### config.mk
export PLATFORM = sky130hd
export DESIGN_NAME = instr_fetch
export DESIGN_NICKNAME = d
export VERILOG_FILES = /design/src/rtl/rv_pkg.sv /design/src/rtl/fetch_queue.sv /design/src/rtl/instr_fetch.sv
export SDC_FILE = /design/constraint.sdc
export NUM_CORES = 1
export LEC_CHECK = 0
export ABC_AREA = 1
export CAP_MARGIN = 20
export CORE_AREA = 2 2 154 156
export CTS_CLUSTER_SIZE = 12
export DETAILED_ROUTE_END_ITERATION = 8
export DIE_AREA = 0 0 156 158
export PLACE_DENSITY = 0.72
export SYNTH_ARGS = -nofsm -noshare
export SYNTH_HDL_FRONTEND = slang
export SYNTH_SLANG_ARGS = --single-unit
### constraint.sdc
create_clock -name clk -period 6.1 [get_ports clk]
set_clock_uncertainty 0.05 [all_clocks]
set_input_delay 1.22 -clock clk [delete_from_list [all_inputs] [get_ports clk]]
set_output_delay 1.22 -clock clk [all_outputs]
set_load 0.01 [all_outputs]
### src/rtl/rv_pkg.sv
// Constants shared between the fetch stage and the control unit.
package rv_pkg;

  localparam int unsigned XLEN      = 32;
  localparam logic [31:0] NOP_INSTR = 32'h0000_0013;  // addi x0, x0, 0

  localparam logic [6:0] OP_R      = 7'b0110011;
  localparam logic [6:0] OP_LOAD   = 7'b0000011;
  localparam logic [6:0] OP_IMM    = 7'b0010011;
  localparam logic [6:0] OP_STORE  = 7'b0100011;
  localparam logic [6:0] OP_BRANCH = 7'b1100011;

endpackage

### src/rtl/fetch_queue.sv
// Two-entry {pc, instr} FIFO between instruction memory and decode.
module fetch_queue #(
  parameter int unsigned ADDR_W = 32
) (
  input  logic              clk,
  input  logic              rst_n,
  input  logic              push,
  input  logic              pop,
  input  logic              flush,
  input  logic [ADDR_W-1:0] push_pc,
  input  logic [31:0]       push_instr,
  output logic [ADDR_W-1:0] head_pc,
  output logic [31:0]       head_instr,
  output logic [1:0]        count
);

  logic [ADDR_W-1:0] pc_q    [2];
  logic [31:0]       instr_q [2];
  logic              wr_ptr_q, rd_ptr_q;
  logic [1:0]        count_q, count_d;

  always_comb begin
    count_d = count_q;
    unique case ({push, pop})
      2'b10:   count_d = count_q + 2'd1;
      2'b01:   count_d = count_q - 2'd1;
      default: count_d = count_q;
    endcase
  end

  // Flush wins over a same-cycle push; the upstream kill logic relies on it.
  always_ff @(posedge clk or negedge rst_n) begin
    if (!rst_n) begin
      wr_ptr_q   <= 1'b0;
      rd_ptr_q   <= 1'b0;
      count_q    <= 2'd0;
      pc_q[0]    <= '0;
      pc_q[1]    <= '0;
      instr_q[0] <= '0;
      instr_q[1] <= '0;
    end else if (flush) begin
      wr_ptr_q <= 1'b0;
      rd_ptr_q <= 1'b0;
      count_q  <= 2'd0;
    end else begin
      if (push) begin
        pc_q[wr_ptr_q]    <= push_pc;
        instr_q[wr_ptr_q] <= push_instr;
        wr_ptr_q          <= ~wr_ptr_q;
      end
      if (pop) begin
        rd_ptr_q <= ~rd_ptr_q;
      end
      count_q <= count_d;
    end
  end

  assign head_pc    = pc_q[rd_ptr_q];
  assign head_instr = instr_q[rd_ptr_q];
  assign count      = count_q;

endmodule

### src/rtl/instr_fetch.sv
// Fetch stage: PC, fixed-latency imem requests, 2-entry buffer, redirect flush.
module instr_fetch
  import rv_pkg::*;
#(
  parameter int unsigned       ADDR_W   = XLEN,
  parameter logic [ADDR_W-1:0] RESET_PC = '0
) (
  input  logic              clk,
  input  logic              rst_n,
  output logic              imem_req,
  output logic [ADDR_W-1:0] imem_addr,
  input  logic [31:0]       imem_rdata,
  input  logic              redirect_valid,
  input  logic [ADDR_W-1:0] redirect_pc,
  output logic              if_valid,
  input  logic              if_ready,
  output logic [31:0]       if_instr,
  output logic [ADDR_W-1:0] if_pc,
  output logic [6:0]        if_opcode
);

  logic [ADDR_W-1:0] pc_q, pc_d;
  logic [ADDR_W-1:0] inflight_pc_q, last_pc_q, head_pc;
  logic              inflight_q;
  logic [31:0]       head_instr;
  logic [1:0]        count;
  logic              head_valid, pop, push, issue;
  logic [2:0]        occupancy;
  logic              unused_redirect_lsb;

  assign unused_redirect_lsb = ^redirect_pc[1:0];

  always_comb begin
    head_valid = (count != 2'd0);
    // The head is wrong-path during a redirect cycle, so hide it from decode.
    if_valid   = head_valid && !redirect_valid;
    pop        = if_valid && if_ready;
    push       = inflight_q && !redirect_valid;
    occupancy  = {1'b0, count} + {2'b00, inflight_q} - {2'b00, pop};
    issue      = rst_n && !redirect_valid && (occupancy < 3'd2);
    pc_d       = pc_q;
    if (redirect_valid) begin
      pc_d = {redirect_pc[ADDR_W-1:2], 2'b00};
    end else if (issue) begin
      pc_d = pc_q + ADDR_W'(4);
    end
  end

  always_ff @(posedge clk or negedge rst_n) begin
    if (!rst_n) begin
      pc_q          <= RESET_PC;
      inflight_q    <= 1'b0;
      inflight_pc_q <= RESET_PC;
      last_pc_q     <= RESET_PC;
    end else begin
      pc_q       <= pc_d;
      inflight_q <= issue;
      if (issue) begin
        inflight_pc_q <= pc_q;
      end
      if (head_valid) begin
        last_pc_q <= head_pc;
      end
    end
  end

  fetch_queue #(
    .ADDR_W (ADDR_W)
  ) u_queue (
    .clk        (clk),
    .rst_n      (rst_n),
    .push       (push),
    .pop        (pop),
    .flush      (redirect_valid),
    .push_pc    (inflight_pc_q),
    .push_instr (imem_rdata),
    .head_pc    (head_pc),
    .head_instr (head_instr),
    .count      (count)
  );

  assign imem_req  = issue;
  assign imem_addr = pc_q;
  assign if_instr  = head_valid ? head_instr : NOP_INSTR;
  assign if_pc     = head_valid ? head_pc : last_pc_q;
  assign if_opcode = if_instr[6:0];

endmodule

==> summary.md <==
| Metric | Value |
|---|---|
| Type of the most critical hold path | `reg2reg` |
| Run status | `complete, no violations` |
| Buffers added on ports | `~170` |
| Cell taking the most area after synthesis | `dfrtp_1` |
| FILL cells | `about 2200` |
| N_diodes | `0` |
| CP Max Fanout | `4` |
| Number of maximum-capacitance violations | `0` |
| Die outline area | `24650 µm²` |
| Accumulated negative setup slack | `0 ns` |
| Crit end category | `output pin` |
| Type of the worst setup path | `in2out` |
| Insertion delay to the later sink of the worst-skew pair | `roughly 0.5 ns` |
| Worst EP arrival | `3.88 ns` |
| Worst flop-to-flop path startpoint | `u_queue.count[1]` |
| CTS tree | `done` |
| Grt ovf | `0` |
| Internal Pwr Total | `roughly 3900 µW` |
| Via count of the first global-routing pass | `between 8000 and 9000` |
| Count of cells resized by post-cts repair | `0` |
| Final hold viol count | `0` |
| I/O pin cnt | `173` |
| Die boundary height | `158 µm` |
| Final worst slack | `approximately 0.95 ns` |
| DPL Wire Length | `approximately 17000 µm` |
| Final Critical Period | `~5.2 ns` |
| Final slew viol count | `0` |
| Reg2Reg Capture Point | `imem_addr[11]` |
| Part of the Yosys area used for sequential elements | `between 50% and 60%` |
| Maximum clock frequency | `between 0.15 and 0.2 GHz` |
| Antenna violation net count after detailed routing | `0` |
| Pin slew with the least headroom to its limit | `~0.94 ns` |
| Relative slew margins | `between 30% and 40%` |
| RSZ-0062 raised after global routing | `false` |
| Number of sinks handled by clock tree synthesis | `approximately 220` |
| Worst setup endpoint | `imem_req` |
| Worst VDD drop | `roughly 0.34 mV` |
| Sequential Power Share | `between 30% and 40%` |
| Count of standard-cell rows | `56` |
| Synthesized area per cell | `just under 8 µm²` |
| Cts bufs inserted | `23` |
| Share of the core filled with cells in the final layout | `between 50% and 60%` |
| Clock power share | `between 20% and 30%` |
| Post-CTS setup buffers | `0` |
| Final design instance area without fill | `12660 µm²` |
| Switching Fraction | `a little under two fifths` |
| Commonest non-fill, non-tap cells in the layout | `nand2_1, dfrtp_1, clkdlybuf4s50_1` |
| Total number of vias | `between 8000 and 9000` |
| Total wirelength of the detailed-routed design | `about 26000 µm` |
| Flop-to-flop setup slack | `2.51 ns` |
| Sw Pwr | `2377 µW` |
| Clock-pin slew on the worst setup and hold paths | `0.06 ns` |
| Largest net degree at the start of global routing | `approximately 130` |
| Drt initial violations | `between 600 and 700` |
| First-pass GRT wire length | `42120 µm` |
| Post-Place Setup Slack | `approximately 0.94 ns` |
| Cell variety after synth | `24` |
| Instance area after placement | `about 12000 µm²` |
| Final period util | `a little over four fifths` |
| Top_reg_cell synth | `dfrtp_1` |
| Element type at the critical path start | `input pin` |
| Total leakage power | `0.006012 µW` |
| R2r worst-path depth | `15` |
| Worst endpoint required time | `4.83 ns` |
| TritonRoute pass-1 iters | `5` |
| Netlist area before placement | `about 10000 µm²` |
| Number of nets at the end of the flow | `1496` |
| Maximum level of the CTS H-tree | `1` |
| Most common library cell in the layout ignoring fill and taps | `nand2_1` |
| Starting Density | `about 44%` |
| Clk buf depth | `3` |
| Number of antenna violations at the first check in global routing | `0` |
| Hold Path Stages | `2` |
| Cell Pwr Density | `498.2 nW/µm²` |
| Placer's final routability congestion estimate | `a little under 0.9` |
| Worst setup startpoint | `redirect_valid` |
| Number of storage elements in the synthesis netlist | `221` |
| Core area | `23050 µm²` |
| Root buffer cell | `clkbuf_16` |
| Worst hold slack | `about 0.43 ns` |
| Combinational Power Share | `around two fifths` |
| Number of flops mapped to enable cells by yosys | `0` |
| Hold_buf cts | `0` |
| Relative area change from synthesis to final layout | `24.39%` |
| Post-synth ARST share | `100.0%` |
| Dominant cells by area after synthesis | `dfrtp_1, nand2_1, o21ai_0` |
| Ratio of cells with drive above 1 in the final layout | `approximately 4.7%` |
| Average routed wire per standard cell | `15.00 µm` |
| Cell count after synthesis | `~1300` |
| Yosys warning total | `0` |
| DIE WIDTH | `156 µm` |
| Setup violators final | `0` |
| Per-cell via count in the routed design | `about 5` |
| Remaining routing DRC violations | `0` |
| GRT Resource Usage Total | `between 20% and 30%` |
| Area share of the largest cell type after synthesis | `between 50% and 60%` |
-- cells in the mapped netlist (3+ instances only) --
library cell  count
nand2_1         400
dfrtp_1         221
o21ai_0         157
inv_1           137
a21oi_1         103
nor2_1           92
nand3_1          69
clkbuf_1         30
buf_2            24
buf_4            12
nor2_2           10
o211ai_1          6
buf_1             5
buf_6             4
inv_2             4
nand2_2           3
nand4_1           3
-- flip-flops by register name (all words and copies together), names as in the netlist --
name / count
imem_addr: 30
u_queue.rd_ptr_q: 1
last_pc_q: 32
inflight_q: 1
u_queue.instr_q: 64
u_queue.count: 2
inflight_pc_q: 30
u_queue.wr_ptr_q: 1
u_queue.pc_q: 60
-- layout make-up --
class / count / area (µm²) / area share [%]
flip-flops and latches: 221 / 5532 / 43.68
multi-input cells: 853 / 3750 / 29.61
repair buffers: 184 / 1831 / 14.45
clock buffers: 34 / 646.9 / 5.108
inverters: 142 / 533.0 / 4.209
well taps: 290 / 362.8 / 2.865
clock inverters: 2 / 10.01 / 0.07904
-- power by group through the flow --
stage	clock, µW	combinational, µW	sequential [µW]
detailed placement	0	2620	2440
global route	1350	2940	2500
global placement	0	2560	2420
finish	1260	2620	2430
floorplan	0	1450	2360
CTS	1280	2640	2420
-- worst min path at each step --
| stage | slack, ns | endpoint | startpoint |
|---|---|---|---|
| after floorplan | 0.40 | inflight_pc_q[10] | inflight_pc_q[10] |
| after global placement | 0.42 | u_queue.instr_q[40] | u_queue.instr_q[40] |
| after detailed placement | 0.42 | u_queue.pc_q[16] | u_queue.pc_q[16] |
| after CTS | 0.44 | last_pc_q[0] | last_pc_q[0] |
| after global routing | 0.45 | u_queue.pc_q[6] | u_queue.pc_q[6] |
| final | 0.43 | u_queue.instr_q[41] | u_queue.instr_q[41] |
-- routing by layer --
metal | vias up | wire length, µm | track usage [%]
li1 | 4324 | - | -
met1 | 4126 | 12380 | 30.93
met2 | 256 | 11900 | 33.80
met3 | 32 | 1151 | 2.217
met4 | 0 | 452 | 5.723
met5 | - | 0 | 0
-- cells by family (layout without fill, tap and decap cells) --
group / after synthesis / after routing / synth area share (%)
compound gates: 266 / 266 / 13.22
fa+ha+maj: 3 / 3 / 0.4424
buf+inv: 217 / 362 / 9.033
flops: 221 / 221 / 54.32
other cells: 1 / 2 / 0.03683
simple gates: 582 / 582 / 22.94
-- worst max-delay path, stage by stage --
cell and delay (ns):
clkdlybuf4s50_1 0.49, inv_2 0.04, nand3_1 0.14, inv_1 0.08
ha_1 0.27, or2_2 0.30, fa_1 0.49, nand2_1 0.08
nor2_4 0.11, nand2_2 0.06, inv_2 0.07, clkdlybuf4s50_1 0.53
-- per-stage QoR --
stage	power [µW]	std cells
2_1_floorplan	3817	1291
3_3_place_gp	4978	1688
3_5_place_dp	5055	1688
4_1_cts	6347	1724
5_1_grt	6784	1726
6_report	6310	1726
(Power assumes the default switching activity.)
